File: src/rtl/alu_pkg.sv
// Shared types for the ALU issue controller: command encoding, FSM states,
// captured-flag bundle and default datapath width.
package alu_pkg;

    localparam int ALU_WIDTH = 32;

    typedef enum logic [2:0] {
        ALU_ADD  = 3'd0,
        ALU_SUB  = 3'd1,
        ALU_XOR  = 3'd2,
        ALU_SLT  = 3'd3,
        ALU_AND  = 3'd4,
        ALU_NAND = 3'd5,
        ALU_NOR  = 3'd6,
        ALU_OR   = 3'd7
    } alu_cmd_e;

    typedef enum logic [1:0] {
        IDLE   = 2'd0,
        SETTLE = 2'd1,
        RESP   = 2'd2
    } alu_state_e;

    typedef struct packed {
        logic carryout;
        logic zero;
        logic overflow;
    } alu_flags_t;

endpackage

File: src/rtl/alu_settle_timer.sv
// Loadable down-counter; done_o flags the enabled cycle in which the count is 0.
module alu_settle_timer #(
    parameter int CNT_WIDTH = 4
) (
    input  logic                 clk,
    input  logic                 rst_n,
    input  logic                 load_i,
    input  logic [CNT_WIDTH-1:0] load_val_i,
    input  logic                 en_i,
    output logic                 done_o
);

    logic [CNT_WIDTH-1:0] cnt_q, cnt_d;

    always_comb begin
        cnt_d = cnt_q;
        if (load_i)
            cnt_d = load_val_i;
        else if (en_i && cnt_q != '0)
            cnt_d = cnt_q - CNT_WIDTH'(1);
    end

    always_ff @(posedge clk or negedge rst_n) begin
        if (!rst_n) cnt_q <= '0;
        else        cnt_q <= cnt_d;
    end

    assign done_o = en_i && (cnt_q == '0);

endmodule

File: src/rtl/alu_issue_ctrl.sv
// Issues one operation to the combinational ALU, waits a fixed settle window,
// captures result and flags, and holds them on a valid/ready response port.
module alu_issue_ctrl
    import alu_pkg::*;
#(
    parameter int WIDTH         = ALU_WIDTH,
    parameter int SETTLE_CYCLES = 8,
    parameter int CNT_WIDTH     = 4,
    parameter int TXN_WIDTH     = 8
) (
    input  logic                 clk,
    input  logic                 rst_n,
    input  logic                 req_valid,
    output logic                 req_ready,
    input  logic [WIDTH-1:0]     req_a,
    input  logic [WIDTH-1:0]     req_b,
    input  logic [2:0]           req_cmd,
    output logic [WIDTH-1:0]     alu_operand_a,
    output logic [WIDTH-1:0]     alu_operand_b,
    output logic [2:0]           alu_command,
    input  logic [WIDTH-1:0]     alu_result,
    input  logic                 alu_carryout,
    input  logic                 alu_zero,
    input  logic                 alu_overflow,
    output logic                 rsp_valid,
    input  logic                 rsp_ready,
    output logic [WIDTH-1:0]     rsp_result,
    output logic                 rsp_carryout,
    output logic                 rsp_zero,
    output logic                 rsp_overflow,
    output logic [2:0]           rsp_cmd,
    output logic                 busy,
    output logic [TXN_WIDTH-1:0] txn_count
);

    alu_state_e           state_q, state_d;
    logic [WIDTH-1:0]     opa_q, opa_d, opb_q, opb_d, res_q, res_d;
    alu_cmd_e             cmd_q, cmd_d, rcmd_q, rcmd_d;
    alu_flags_t           flg_q, flg_d;
    logic [TXN_WIDTH-1:0] txn_q, txn_d;
    logic                 accept, capture, rsp_done, timer_done;

    alu_settle_timer #(.CNT_WIDTH(CNT_WIDTH)) u_timer (
        .clk        (clk),
        .rst_n      (rst_n),
        .load_i     (accept),
        .load_val_i (CNT_WIDTH'(SETTLE_CYCLES - 1)),
        .en_i       (state_q == SETTLE),
        .done_o     (timer_done)
    );

    always_comb begin
        state_d  = state_q;
        accept   = 1'b0;
        capture  = 1'b0;
        rsp_done = 1'b0;
        case (state_q)
            IDLE: if (req_valid) begin
                accept  = 1'b1;
                state_d = SETTLE;
            end
            SETTLE: if (timer_done) begin
                capture = 1'b1;
                state_d = RESP;
            end
            RESP: if (rsp_ready) begin
                rsp_done = 1'b1;
                state_d  = IDLE;
            end
            default: state_d = IDLE;
        endcase
    end

    // ALU drive only moves on accept so the gate-level ALU sees no glitches in IDLE.
    always_comb begin
        opa_d  = opa_q;
        opb_d  = opb_q;
        cmd_d  = cmd_q;
        rcmd_d = rcmd_q;
        res_d  = res_q;
        flg_d  = flg_q;
        txn_d  = txn_q;
        if (accept) begin
            opa_d  = req_a;
            opb_d  = req_b;
            cmd_d  = alu_cmd_e'(req_cmd);
            rcmd_d = alu_cmd_e'(req_cmd);
        end
        if (capture) begin
            res_d = alu_result;
            flg_d = '{carryout: alu_carryout, zero: alu_zero, overflow: alu_overflow};
        end
        if (rsp_done)
            txn_d = txn_q + TXN_WIDTH'(1);
    end

    always_ff @(posedge clk or negedge rst_n) begin
        if (!rst_n) begin
            state_q <= IDLE;
            opa_q   <= '0;
            opb_q   <= '0;
            cmd_q   <= ALU_ADD;
            rcmd_q  <= ALU_ADD;
            res_q   <= '0;
            flg_q   <= '0;
            txn_q   <= '0;
        end else begin
            state_q <= state_d;
            opa_q   <= opa_d;
            opb_q   <= opb_d;
            cmd_q   <= cmd_d;
            rcmd_q  <= rcmd_d;
            res_q   <= res_d;
            flg_q   <= flg_d;
            txn_q   <= txn_d;
        end
    end

    assign req_ready     = (state_q == IDLE);
    assign rsp_valid     = (state_q == RESP);
    assign busy          = (state_q != IDLE);
    assign alu_operand_a = opa_q;
    assign alu_operand_b = opb_q;
    assign alu_command   = cmd_q;
    assign rsp_result    = res_q;
    assign rsp_carryout  = flg_q.carryout;
    assign rsp_zero      = flg_q.zero;
    assign rsp_overflow  = flg_q.overflow;
    assign rsp_cmd       = rcmd_q;
    assign txn_count     = txn_q;

endmodule
File: config.mk
export PLATFORM = sky130hd
export DESIGN_NAME = alu_issue_ctrl
export DESIGN_NICKNAME = d
export VERILOG_FILES = /design/src/rtl/alu_pkg.sv /design/src/rtl/alu_settle_timer.sv /design/src/rtl/alu_issue_ctrl.sv
export SDC_FILE = /design/constraint.sdc
export NUM_CORES = 1
export LEC_CHECK = 0
export CORE_ASPECT_RATIO = 0.6
export CORE_MARGIN = 2
export CORE_UTILIZATION = 37
export DETAILED_ROUTE_END_ITERATION = 10
export MAX_ROUTING_LAYER = met4
export PLACE_DENSITY = 0.77
export SKIP_LAST_GASP = 1
export SLEW_MARGIN = 20
export SYNTH_ARGS = -nofsm -noshare
export SYNTH_HDL_FRONTEND = slang
export SYNTH_HIERARCHICAL = 1
export SYNTH_SLANG_ARGS = --single-unit
File: constraint.sdc
create_clock -name clk -period 1.65 [get_ports clk]
set_input_delay 0.2475 -clock clk [delete_from_list [all_inputs] [get_ports clk]]
set_output_delay 0.2475 -clock clk [all_outputs]
set_load 0.01 [all_outputs]
Word level (Yosys, flattened, before mapping)
Cells that the tools add are included.
Widths: inputs -> output; s select.
{"block": "classes", "n_mux": 12, "add_sub_neg": 2, "n_reduce_logical": 8, "eq_ne": 5}
{"op": "$add 8x1->8 const B", "n": 1}
{"op": "$mux 4", "n": 2}
{"op": "$mux 1", "n": 6}
{"op": "$mux 2", "n": 3}
{"op": "$pmux 2 s3", "n": 1}
{"op": "$logic_not 4->1", "n": 1}
{"op": "$ne 2x2->1 const B", "n": 2}
{"op": "$reduce_bool 2->1", "n": 2}
{"op": "$reduce_bool 4->1", "n": 1}
{"op": "$sub 4x1->4 const B", "n": 1}
{"op": "$reduce_and 3->1", "n": 1}
{"op": "$eq 2x1->1 const B", "n": 1}
{"op": "$eq 2x2->1 const B", "n": 1}
{"op": "$logic_and 1x1->1", "n": 2}
{"op": "$logic_not 2->1", "n": 1}
{"op": "$ne 2x1->1 const B", "n": 1}
{"block": "word_totals", "inputBits": 106, "reg_bits": 116}

Depth between registers and ports, before layout
{"block": "depth", "word_depth": 4, "ltp_mapped": 7, "depth_no_buf": 6}

Cells and area by module
Netlist, hierarchy kept.
{"module": "alu_issue_ctrl", "instances": 1, "area_per_inst_um2": 4336.7, "cells_each": 262}
{"module": "alu_settle_timer", "instances": 1, "area_per_inst_um2": 250.2, "cells_each": 28}

Worst setup path before layout
OpenSTA, ideal clock, no wires.
{"block": "synth_path", "path_kind": "register -> register", "startpoint": "register state_q[1]", "endpoint": "register res_q[10] (netlist: rsp_result[10])", "arrival_ns": 1.577, "slack_ns": -0.052, "path_stages_with_launch": 7, "setup_time_ns": 0.125, "synth_period_minus_slack_ns": 1.702, "path_cell_list": "dfrtp_1 and2b_1 nand2_1 nor3_1 nand2_2 buf_4 mux2_2"}
{"block": "synth_between", "elab_chain_len": 4}
{"item": "start: declaration", "line_no": "alu_issue_ctrl.sv:36", "source": "alu_state_e state_q, state_d;"}
{"item": "start signal: assignment", "line_no": "alu_issue_ctrl.sv:108", "source": "state_q <= state_d;"}
{"item": "$eq 2x1->1", "line_no": "alu_issue_ctrl.sv:48", "source": ".en_i (state_q == SETTLE),"}
{"item": "$logic_and 1x1->1", "line_no": "alu_settle_timer.sv:28", "source": "assign done_o = en_i && (cnt_q == '0);"}
{"item": "net timer_done", "line_no": "alu_issue_ctrl.sv:41", "source": "logic accept, capture, rsp_done, timer_done;"}
{"item": "$mux 1", "line_no": "alu_issue_ctrl.sv:62", "source": "SETTLE: if (timer_done) begin"}
{"item": "$mux 1", "line_no": "alu_issue_ctrl.sv:57", "source": "case (state_q)"}
{"item": "end signal: assignment", "line_no": "alu_issue_ctrl.sv:113", "source": "res_q <= res_d;"}
{"item": "end: declaration", "line_no": "alu_issue_ctrl.sv:37", "source": "logic [WIDTH-1:0] opa_q, opa_d, opb_q, opb_d, res_q, res_d;"}
The timed path passes the listed nets, and every way through them passes these cells.
A chain may end at the register's enable or synchronous reset.

Worst setup path after layout
{"block": "layout_path", "startpoint": "register u_timer.cnt_q[0]", "endpoint": "register res_q[27] (netlist: rsp_result[27])"}
{"block": "layout_between", "elab_chain_len": 4}
{"item": "start: declaration", "line_no": "alu_settle_timer.sv:13", "source": "logic [CNT_WIDTH-1:0] cnt_q, cnt_d;"}
{"item": "start signal: assignment", "line_no": "alu_settle_timer.sv:25", "source": "else cnt_q <= cnt_d;"}
{"item": "$logic_not 4->1", "line_no": "alu_settle_timer.sv:28"}
{"item": "$logic_and 1x1->1", "line_no": "alu_settle_timer.sv:28"}
{"item": "net timer_done", "line_no": "alu_issue_ctrl.sv:41"}
{"item": "$mux 1", "line_no": "alu_issue_ctrl.sv:62"}
{"item": "$mux 1", "line_no": "alu_issue_ctrl.sv:57"}
The timed path passes the listed nets, and every way through them passes these cells.

==> impl_metrics.toml <==
[cells_and_area]
regArea_mm2 = 0.00290
multiInputGateArea_mm2 = 0.00157
drive_above_1_share_pct = 31.1
nFillCells = 867
layout_commonest_cell = "clkdlybuf4s50_1"
layout_common_cells = "clkdlybuf4s50_1, dfrtp_1, mux2_2"
antennaDiodeCount = 0
nets = 657
area_growth_pct = 72.4
fin_area_mm2 = 0.00791

[drt]
totalWireLength_um = 12600
via_count = 3378
drtAntennaViolNets = 0
drtPass1Iterations = 4
drt_iter0_drc = 84
vias_per_cell = 4.65
drc = 0
wl_per_cell_um = 17.3

[run]
maxCapViolations = 0

[placed_design]
dp_hpwl_um = 8780
io_buffers = 221
gp_congestion = 0.782
place_ws_ns = -0.0417
post_dp_cell_area_mm2 = 0.00702

[grt]
grt_pass1_wl_um = 19600
grt_max_degree = 60
antenna_found_initial = 0
overflow = 0
track_usage_pct = 19.8
grt_pass1_vias = 3745

[die]
rows = 31
start_util_pct = 38.0
coreArea_mm2 = 0.0121
io_pins = 222
dieWidth_um = 148
die-area_mm2 = 0.0133
die_y_um = 90.2

[timing]
fin_crit_sh_pct = 108
timing.fmax_ghz = 0.563
min_period_ns = 1.77
holdWs_ns = 0.396
fin_skew_ns = 0.00448
fin_ws_ns = -0.125
finalHoldViolCount = 0
fin_setup_tns_ns = -2.97
drv_slew = 0
setup_viol = 32
rsz0062_at_grt = "true"

[yosys]
synth_ff_type = "dfrtp_1"
yosysWarnings = 6
synth_area_leaders = "dfrtp_1, mux2_2, mux2_4"
ys_seq_area_share_pct = 63.3
synth_top_cell_area_share_pct = 63.3
synth-edff-count = 0
synth_cell_type_count = 37
syn_inst = 290
synthArstFlopShare_pct = 100
synth-simple-area-share_pct = 4.06
synth_top_family_by_area = "multiplexers"
synth_xor_area_share_pct = 1.34
synth_mux_area_share_pct = 26.1
ys_ff_latch = 116
avgSynthCellArea_um2 = 15.8
synth_top_area_cell = "dfrtp_1"
synthAdderAreaFrac_pct = 0.546
syn_area_mm2 = 0.00459
synth_compound_area_share_pct = 1.12

[clock_network]
clk_latency_ns = 0.40
cts_max_path_buffers = 2
cts.sinks = 116
cts_tree = "yes"
h-tree-depth = 4
cts.reportedPaths.clkPinSlew_ns = 0.05
cts_root_buf = "clkbuf_16"
cts_buffers = 17

[pwr]
ir_drop_mv = 0.849
power.total_w = 0.0159
power_leakage_nw = 3.44
pwr_density_cell_mw_per_mm2 = 2020

[critical_path]
rrSetupSlack_ns = -0.12
r2r_end = "rsp_result[27]"
critPathKind = "flip-flop to flip-flop"
crit_start = "u_timer/cnt_q[0]"
cp-start-kind = "flip-flop"
end_kind = "flip-flop"
cp_max_fo = 8
crit_required_ns = 1.93
r2r_cells = 8
worstPathArrival_ns = 2.06
r2r-start = "u_timer/cnt_q[0]"

[status]
status = "complete, but fails checks"
violations = "negative setup slack"

[min_path]
hp-class = "input pin to asynchronous set/reset pin"
worst max-delay path, stage by stage (launching register included):
cell,delay (ns)
dfrtp_1,0.38
inv_1,0.07
ha_2,0.21
nand2_2,0.08
nor3_4,0.24
nand2_4,0.10
buf_12,0.15
clkbuf_16,0.16
mux2_2,0.26
per-stage QoR:
step	instances	util (%)
global route	727	65.5
floorplan	292	-
detailed placement	673	58.2
CTS	722	64.9
finish	727	65.5
global placement	673	58.2
cell usage after synthesis, drive strengths merged, types with 2 or more instances:
master  instances
ha              2
o21ai           3
mux2          103
xor2            4
nand4           3
nor3b           2
dfrtp         116
conb            2
nand2           8
inv             7
buf            14
xnor2           3
nor2            3
nor3            3
kinds of logic (layout without fill, tap and decap cells):
| family | Yosys count | in the layout |
|---|---|---|
| flip-flops | 116 | 116 |
| multiplexers | 103 | 103 |
| AND/OR/NAND/NOR | 30 | 30 |
| buffers and inverters | 22 | 292 |
| AO/OA/AOI/OAI | 8 | 8 |
| XOR/XNOR | 7 | 7 |
| adder cells (fa/ha/maj) | 2 | 2 |
| other | 2 | 4 |
timing repair:
action,in CTS,in global routing
hold buffers,1,0
gates resized for setup,8,13
gates cloned,2,1
setup endpoints to repair,39,42
hold endpoints to repair,116,0
pin swaps,1,4
buffers inserted,14,7
worst max-delay path by stage:
stage | endpoint | slack, ns | cells past startpoint
3_3_place_gp | u_timer/cnt_q[3] | -0.01 | 5
5_1_grt | rsp_result[27] | -0.19 | 7
6_report | rsp_result[27] | -0.12 | 8
4_1_cts | rsp_valid | -0.07 | 4
3_5_place_dp | u_timer/cnt_q[3] | -0.04 | 5
2_1_floorplan | rsp_result[10] | 0.03 | 6
area by class of cell:
cell class / count / share of cell area, %
well taps: 165 / 2.61
flip-flops and latches: 116 / 36.7
multi-input cells: 154 / 19.9
clock inverters: 13 / 2.33
repair buffers: 253 / 32.7
inverters: 7 / 0.332
clock buffers: 19 / 5.48
report_power, final:
part	switching [W]	internal, W	total, W	leakage [nW]
clock	0.00128	0.00252	0.00381	0.293
combinational	0.00259	0.00451	0.00710	1.77
sequential	0.000791	0.00425	0.00505	1.38
per-layer routing:
layer / share of wire [%] / GRT usage (%)
met1: 41 / 23.4
met3: 8.4 / 7.01
met4: 0.87 / 5.21
met2: 50 / 32.5
met5: 0 / -
state kept, by name, summed over array words and instances (netlist names):
name / flops
txn_count: 8
rsp_result: 32
alu_operand_b: 32
rsp_zero: 1
u_timer/cnt_q: 4
state_q: 2
alu_operand_a: 32
rsp_overflow: 1
rsp_carryout: 1
rsp_cmd: 3
(Power assumes the default switching activity.)
